`src/rtl/pwallace_mac.sv`:
```
// pwallace_mac: pipelined Wallace-tree multiply-accumulate.
// Stage 0 registers the operands. Partial products (modified Baugh-Wooley
// when sgn=1) are reduced by a tree of 3:2 compressors into a redundant
// sum/carry pair that is registered at stage 1. The carry-propagate add is
// placed in the next register stage, or is merged into the final stage when
// STAGES=2. The final stage extends the product and loads it or adds it to
// the accumulator. An operation sampled at edge N is reported in the cycle
// after edge N+STAGES.
module pwallace_mac #(
  parameter int WIDTH  = 8,
  parameter int STAGES = 3,
  parameter int GUARD  = 4
) (
  input  logic                     clk,
  input  logic                     reset,
  input  logic                     in_valid,
  input  logic [WIDTH-1:0]         a,
  input  logic [WIDTH-1:0]         b,
  input  logic                     sgn,
  input  logic                     acc,
  output logic                     out_valid,
  output logic [2*WIDTH+GUARD-1:0] out,
  output logic                     ovf
);

  localparam int PW    = 2 * WIDTH;
  localparam int ACC_W = PW + GUARD;
  localparam int NR    = WIDTH + 1;  // WIDTH partial-product rows plus the Baugh-Wooley constant row

  // Row count entering reduction level lvl. Each level turns every group of
  // three rows into two and passes the leftover rows through unchanged.
  function automatic int rows_at(input int n0, input int lvl);
    int n;
    n = n0;
    for (int i = 0; i < lvl; i++) n = n - n / 3;
    return n;
  endfunction

  // Number of 3:2 levels needed to get down to two rows.
  function automatic int num_levels(input int n0);
    int n;
    int l;
    n = n0;
    l = 0;
    while (n > 2) begin
      n = n - n / 3;
      l = l + 1;
    end
    return l;
  endfunction

  localparam int LVLS = num_levels(NR);

  // Modified Baugh-Wooley constant: 2^WIDTH + 2^(2*WIDTH-1), modulo 2^(2*WIDTH).
  localparam logic [PW-1:0] BW_CORR = (PW'(1) << WIDTH) | (PW'(1) << (PW - 1));

  // Stage 0: registered operands.
  logic             v0;
  logic [WIDTH-1:0] a0;
  logic [WIDTH-1:0] b0;
  logic             sgn0;
  logic             acc0;

  // Stage 1: redundant sum/carry pair from the tree.
  logic             v1;
  logic [PW-1:0]    sum1;
  logic [PW-1:0]    car1;
  logic             sgn1;
  logic             acc1;

  // Operand fields seen by the final accumulate stage.
  logic             fin_v;
  logic [PW-1:0]    fin_p;
  logic             fin_sgn;
  logic             fin_acc;

  logic [ACC_W-1:0] acc_reg;

  // Valid bits of stages 0 and 1; reset drops any operation in flight.
  always_ff @(posedge clk or posedge reset) begin
    if (reset) begin
      v0 <= 1'b0;
      v1 <= 1'b0;
    end else begin
      v0 <= in_valid;
      v1 <= v0;
    end
  end

  // Stage 0 data capture; data registers carry no reset, only valid does.
  always_ff @(posedge clk) begin
    if (in_valid) begin
      a0   <= a;
      b0   <= b;
      sgn0 <= sgn;
      acc0 <= acc;
    end
  end

  // ------------------------------------------------------------------
  // Partial-product generation
  // ------------------------------------------------------------------
  logic [PW-1:0] pp [NR];

  genvar gi;
  generate
    for (gi = 0; gi < WIDTH; gi++) begin : g_pp
      // In signed mode the terms that involve exactly one operand sign bit
      // are inverted; the sign-times-sign term stays positive.
      localparam logic [WIDTH-1:0] INV = (gi == WIDTH - 1) ?
                                         {1'b0, {(WIDTH-1){1'b1}}} :
                                         {1'b1, {(WIDTH-1){1'b0}}};
      logic [WIDTH-1:0] bits;
      assign bits   = (a0 & {WIDTH{b0[gi]}}) ^ (INV & {WIDTH{sgn0}});
      assign pp[gi] = {{WIDTH{1'b0}}, bits} << gi;
    end
  endgenerate

  assign pp[WIDTH] = sgn0 ? BW_CORR : '0;

  // ------------------------------------------------------------------
  // Wallace reduction: each level is a column of 3:2 compressors.
  // Carries beyond bit PW-1 are dropped since the product is mod 2^PW.
  // ------------------------------------------------------------------
  genvar gl, gg, gr;
  generate
    for (gl = 0; gl < LVLS; gl++) begin : g_lvl
      localparam int N = rows_at(NR, gl);
      localparam int G = N / 3;
      logic [PW-1:0] src [N];
      logic [PW-1:0] dst [N-G];

      if (gl == 0) begin : g_from_pp
        assign src = pp;
      end else begin : g_from_prev
        assign src = g_lvl[gl-1].dst;
      end

      for (gg = 0; gg < G; gg++) begin : g_csa
        assign dst[2*gg]   = src[3*gg] ^ src[3*gg+1] ^ src[3*gg+2];
        assign dst[2*gg+1] = ((src[3*gg]   & src[3*gg+1]) |
                              (src[3*gg]   & src[3*gg+2]) |
                              (src[3*gg+1] & src[3*gg+2])) << 1;
      end

      for (gr = 3 * G; gr < N; gr++) begin : g_pass
        assign dst[gr-G] = src[gr];
      end
    end
  endgenerate

  logic [PW-1:0] tree_s;
  logic [PW-1:0] tree_c;
  assign tree_s = g_lvl[LVLS-1].dst[0];
  assign tree_c = g_lvl[LVLS-1].dst[1];

  // Stage 1 data: register the redundant pair and the per-operation mode bits.
  always_ff @(posedge clk) begin
    if (v0) begin
      sum1 <= tree_s;
      car1 <= tree_c;
      sgn1 <= sgn0;
      acc1 <= acc0;
    end
  end

  // ------------------------------------------------------------------
  // Carry-propagate add and delay stages
  // ------------------------------------------------------------------
  generate
    if (STAGES == 2) begin : g_short
      // No room for a separate CPA stage: the add feeds the accumulator directly.
      assign fin_v   = v1;
      assign fin_p   = sum1 + car1;
      assign fin_sgn = sgn1;
      assign fin_acc = acc1;
    end else begin : g_mid
      localparam int D = STAGES - 2;
      logic [D-1:0]  dv;
      logic [D-1:0]  ds;
      logic [D-1:0]  da;
      logic [PW-1:0] dp [D];

      // Valid shift chain through the CPA/delay stages.
      always_ff @(posedge clk or posedge reset) begin
        if (reset) begin
          dv <= '0;
        end else begin
          dv <= D'({dv, v1});
        end
      end

      // First delay stage resolves the carry; later ones just move the product.
      always_ff @(posedge clk) begin
        if (v1) begin
          dp[0] <= sum1 + car1;
          ds[0] <= sgn1;
          da[0] <= acc1;
        end
        for (int i = 1; i < D; i++) begin
          if (dv[i-1]) begin
            dp[i] <= dp[i-1];
            ds[i] <= ds[i-1];
            da[i] <= da[i-1];
          end
        end
      end

      assign fin_v   = dv[D-1];
      assign fin_p   = dp[D-1];
      assign fin_sgn = ds[D-1];
      assign fin_acc = da[D-1];
    end
  endgenerate

  // ------------------------------------------------------------------
  // Final stage: extend, load or accumulate, overflow detect
  // ------------------------------------------------------------------
  logic [ACC_W-1:0] ext;
  logic [ACC_W:0]   sum_w;
  logic [ACC_W-1:0] result;
  logic             ovf_hit;

  // Extension, accumulate sum and overflow condition for the operation at the last stage.
  always_comb begin
    ext     = fin_sgn ? {{GUARD{fin_p[PW-1]}}, fin_p} : {{GUARD{1'b0}}, fin_p};
    sum_w   = {1'b0, acc_reg} + {1'b0, ext};
    result  = fin_acc ? sum_w[ACC_W-1:0] : ext;
    ovf_hit = 1'b0;
    if (fin_sgn) begin
      // Two same-sign addends producing a result of the other sign.
      ovf_hit = (acc_reg[ACC_W-1] == ext[ACC_W-1]) &&
                (sum_w[ACC_W-1] != acc_reg[ACC_W-1]);
    end else begin
      ovf_hit = sum_w[ACC_W];
    end
  end

  // Output/accumulator register: updates only on a valid operation; ovf is sticky across accumulates.
  always_ff @(posedge clk or posedge reset) begin
    if (reset) begin
      out_valid <= 1'b0;
      acc_reg   <= '0;
      ovf       <= 1'b0;
    end else begin
      out_valid <= fin_v;
      if (fin_v) begin
        acc_reg <= result;
        ovf     <= fin_acc ? (ovf | ovf_hit) : 1'b0;
      end
    end
  end

  assign out = acc_reg;

endmodule

```
`config.mk`:
```
export PLATFORM = sky130hd
export DESIGN_NAME = pwallace_mac
export DESIGN_NICKNAME = d
export VERILOG_FILES = /design/src/rtl/pwallace_mac.sv
export SDC_FILE = /design/constraint.sdc
export NUM_CORES = 1
export LEC_CHECK = 0
export BUFFER_PORTS_ARGS = -buffer_cell sky130_fd_sc_hd__buf_2
export CAP_MARGIN = 10
export CORE_ASPECT_RATIO = 1.4
export CORE_MARGIN = 1.5
export CORE_UTILIZATION = 60
export CTS_BUF_LIST = sky130_fd_sc_hd__clkbuf_4
export DETAILED_ROUTE_END_ITERATION = 8
export GPL_TIMING_DRIVEN = 0
export HOLD_SLACK_MARGIN = 0.15
export PLACE_DENSITY_LB_ADDON = 0.08
export SLEW_MARGIN = 20
export SYNTH_ARGS = -nofsm -noshare
export SYNTH_HDL_FRONTEND = slang
export SYNTH_SLANG_ARGS = --single-unit
```
`constraint.sdc`:
```
create_clock -name clk -period 8.7 [get_ports clk]
set_clock_uncertainty 0.05 [all_clocks]
set_input_delay 1.74 -clock clk [delete_from_list [all_inputs] [get_ports clk]]
set_output_delay 1.74 -clock clk [all_outputs]
set_load 0.1 [all_outputs]
```
Yosys cells after proc, flatten, opt, wreduce, memory -nomap -nowiden
Memories as Yosys holds them, arrays and structs flattened. Index checks and enable logic that the tools add are counted.

Mux-type cells: 7. Reductions and logical operators: 1. Magnitude comparators: 0. Bitwise logic cells: 66. $mul: 0. Shift operators: 0. Div/mod/pow operators: 0. Equality and inequality tests: 2. Add/sub/neg operators: 2.

Operator list (number): bitwise OR 15 bit (7); AND 14 x 15 -> 15 bit (5); AND 15 bit (5); AND 8 bit (8); bitwise XOR 8 bit (7); bitwise XOR 16 bit (3); 2-to-1 mux 20 bit (2); bitwise XOR 14 x 16 -> 16 bit (2); AND 11 x 13 -> 13 bit (2); bitwise OR 13 bit (2); adder 20 x 20 -> 21 bit (1); adder 16 bit (1); 2-to-1 mux 16 bit (1); bitwise XOR 15 x 16 -> 16 bit (1); AND 13 x 15 -> 15 bit (1); bitwise OR 14 x 15 -> 15 bit (1); bitwise XOR 14 x 15 -> 15 bit (1); AND 13 x 14 -> 14 bit (1); bitwise XOR 13 x 14 -> 14 bit (1); AND 10 x 13 -> 13 bit (1); AND 12 x 13 -> 13 bit (1); bitwise OR 11 x 13 -> 13 bit (1); bitwise OR 12 x 13 -> 13 bit (1); bitwise XOR 11 x 13 -> 13 bit (1); 18 further kinds (21).

Flip-flop bits (word level): 78. Latch bits: 0. Logic and storage cells: 95. Memory bits (read-only): 0. Bits in writable memories: 16. Memories: 1. Output and inout port bits: 22.

Memories: g_mid.dp (depth 1, bits a word 16, rd ports 1, clocked after Yosys merged registers in 0, write ports 1, RTL line 182) `logic [PW-1:0] dp [D];`.

Longest topological paths before layout
Depth in word-level cells: 14. Gate-level depth with buffers: 10. Gate-level depth less buffers: 10.

Worst setup path before layout
No wires, ideal clock.

Kind: register to register. From: reg sgn0. To: reg sum1[8] (data pin). Slack: 5.349 ns. Library setup time: 0.269 ns. Cell stages (with the launch flop): 10. Buffers on the path: 2. Clock period less this slack: 3.351 ns. Arrival time: 3.032 ns. Cell sequence: edfxtp_1 -> clkbuf_1 -> buf_1 -> xnor2_1 -> ha_1 -> inv_1 -> fa_1 -> fa_1 -> inv_1 -> fa_1.

RTL lines: start: declaration (RTL line 61) `logic sgn0;`; start signal: assignment (RTL line 95) `sgn0 <= sgn;`; end signal: assignment (RTL line 160) `sum1 <= tree_s;`; end: declaration (RTL line 66) `logic [PW-1:0] sum1;`.

==> impl_results.md <==
* Status: complete, no violations
* P&R area growth vs syn at 8.68%
* Post-DRT Antenna Nets at 0
* Placed Cells at 708
* RSZ-0062 raised after global routing: no
* EDFF count, synth at 65
* Max Clk Rate at 0.267 GHz
* Clk sinks at 90
* Postcts setup bufs at 0
* FF+latch count, synth at 90
* Vias in the first global route at 4097
* Final hold viol count at 0
* Crit path required time at 8.84 ns
* Vias at 4003
* IO Pins at 43
* CTS resizes at 0
* H-tree depth at 3
* Clk slew on worst S/H paths at 0.15 ns
* Post-DR vias/cell at 5.53
* Starting DRC count in detailed routing at 156
* Multi-input gate area at 0.00320 mm2
* GPL Wtd Cong at 0.919
* Count of pins over their slew limit at 0
* Setup_tns at 0 ns
* Starting Density at 61.2%
* CP arrival at 3.89 ns
* Mapped Cells at 531
* Share of the synthesized area in the top cell type at 32.4%
* Die Height at 122 um
* Worst slew pin tran at 0.752 ns
* R2R cell count at 9
* # port buffers at 42
* Type of element capturing the critical path: flip-flop
* Post-DR wirelength/cell at 14.7 um
* Hpwl dp at 8310 um
* Setup CP Type: reg -> reg
* Ys Warns at 0
* Residual DRC at 0
* Worst Hold Class: reg -> reg
* Mapped Area at 0.00602 mm2
* Design Power at 0.00237 W
* Register area at 0.00258 mm2
* Ant diodes at 0
* Sequential-to-total area share from yosys stat at 42.8%
* Die W at 87.7 um
* Setup violators final at 0
* Net count after synthesis at 644
* Distinct cells, synth at 52
* Rows at 43
* Critical path startpoint category: flip-flop
* Global Route Usage Sum at 22.1%
* Hold path cells at 0
* CTS hold repair buffers at 0
* Crit share post-route at 43.0%
* CTS Buffer Depth at 2
* Gr ovfl total at 0
* Slew Limit Headroom at 49.8%
* First-pass GRT wire length at 18000 um
* Leading area contributor after synthesis: edfxtp_1
* Leak pwr at 2.86 nW
* Final std cells w/o fill at 724
* Final #Nets at 697
* Largest net degree at the start of global routing at 31
* DIE AREA at 0.0107 mm2
* Dominant synthesized flop cell: edfxtp_1
* Core Area at 0.00985 mm2
* Layout cells sized above 1 at 12.1%
* Root Driver: clkbuf_4
* Final wirelength at 10600 um
* FFs w/ async S/R, synth at 27.8%
* Post-route minimum period at 3.74 ns
* Maxcap violations at 0
* CP max FO at 10
* DR pass1 iterations at 4
* Initial antenna violation count at 0
* Cells taking the most area after synthesis: edfxtp_1, fa_1, ha_1
* FILL cells at 798
* CTS Buf Count at 9
* Pwr Density at 362 mW/mm2
* Commonest non-fill, non-tap cell in the layout: edfxtp_1
* Most frequent cells in the layout: edfxtp_1, inv_1, ha_1, nand2_1, buf_2
* Syn_area_per_cell at 11.3 um2
* Max VDD drop at 0.113 mV
* Clock latency on the worst-skew pair at 0.43 ns
* TritonCTS clock tree: yes
[critical path, stage by stage (launching register included)]
cell and delay, ns:
edfxtp_1 0.38, clkbuf_1 0.38, buf_1 0.63, xnor2_1 0.17, ha_1 0.30, inv_1 0.05, fa_1 0.50, fa_1 0.54
inv_1 0.05, fa_1 0.46
[flip-flops by register name, indices dropped and copies added, names as in the netlist, 8 cells and up]
signal	count
a0	8
out	20
car1	11
g_mid.dp	16
b0	8
sum1	16
[where the power goes]
group,leakage (nW),internal (W),total (W),switching [W]
clock network,0.0742,0.0000895,0.000234,0.000144
logic,1.86,0.000515,0.00142,0.000906
registers,0.928,0.000638,0.000718,0.0000801
total,2.86,0.00124,0.00237,0.00113
[cell type report]
type | count | share of cell area (%)
multi-input cells | 375 | 48.9
flip-flops and latches | 90 | 39.4
inverters | 57 | 3.27
repair buffers | 42 | 3.21
well taps | 135 | 2.58
clock inverters | 7 | 1.15
clock buffers | 9 | 1.03
plain buffers | 9 | 0.516
[worst paths after layout]
kind,from,to,slack [ns]
max in group asynchronous,reset,v0,6.88
min,sum1[2],g_mid.dp[0][2],0.37
max,sgn0,sum1[8],4.96
min in group asynchronous,reset,out[0],1.28
max reg2reg,sgn0,sum1[8],4.96
min reg2reg,sum1[2],g_mid.dp[0][2],0.37
[cell usage after synthesis, drive strengths merged, types with 4 or more instances]
master / number
a211oi: 5
a21o: 5
a21oi: 39
and2: 30
clkbuf: 7
dfrtp: 25
edfxtp: 65
fa: 39
ha: 53
inv: 57
mux2i: 6
nand2: 52
nor2: 23
nor2b: 9
nor3: 8
o21ai: 19
o21bai: 4
o221ai: 4
or3: 5
xnor2: 28
xor2: 8
[metal layers]
metal | vias up | part of all wire [%] | GRT usage [%]
met4 | 0 | 2.9 | 10.6
met5 | - | 0 | 0
met3 | 27 | 2.6 | 3.59
met2 | 90 | 55 | 40.0
met1 | 1942 | 40 | 24.8
li1 | 1944 | - | -
[through the flow]
step                hold slack (ns)  utilization [%]  instance area [um2]  setup WS [ns]
floorplan                     0.350                -                 6020           5.35
global placement              0.353             65.0                 6400           4.98
detailed placement            0.356             65.0                 6400           4.94
CTS                           0.375             66.5                 6550           4.93
global route                  0.392             66.5                 6550           4.77
finish                        0.372             66.5                 6550           4.96
[kinds of logic (layout without fill, tap and decap cells)]
kind of cell	count (synthesis)	count (layout)	synth area share, %
AO/OA/AOI/OAI	98	98	10.7
XOR/XNOR	36	36	5.23
adder cells (fa/ha/maj)	92	92	24.0
buffers and inverters	66	124	4.11
flip-flops	90	90	42.8
multiplexers	8	8	1.37
AND/OR/NAND/NOR	141	141	11.8
Power figures use the tool's default switching activity.
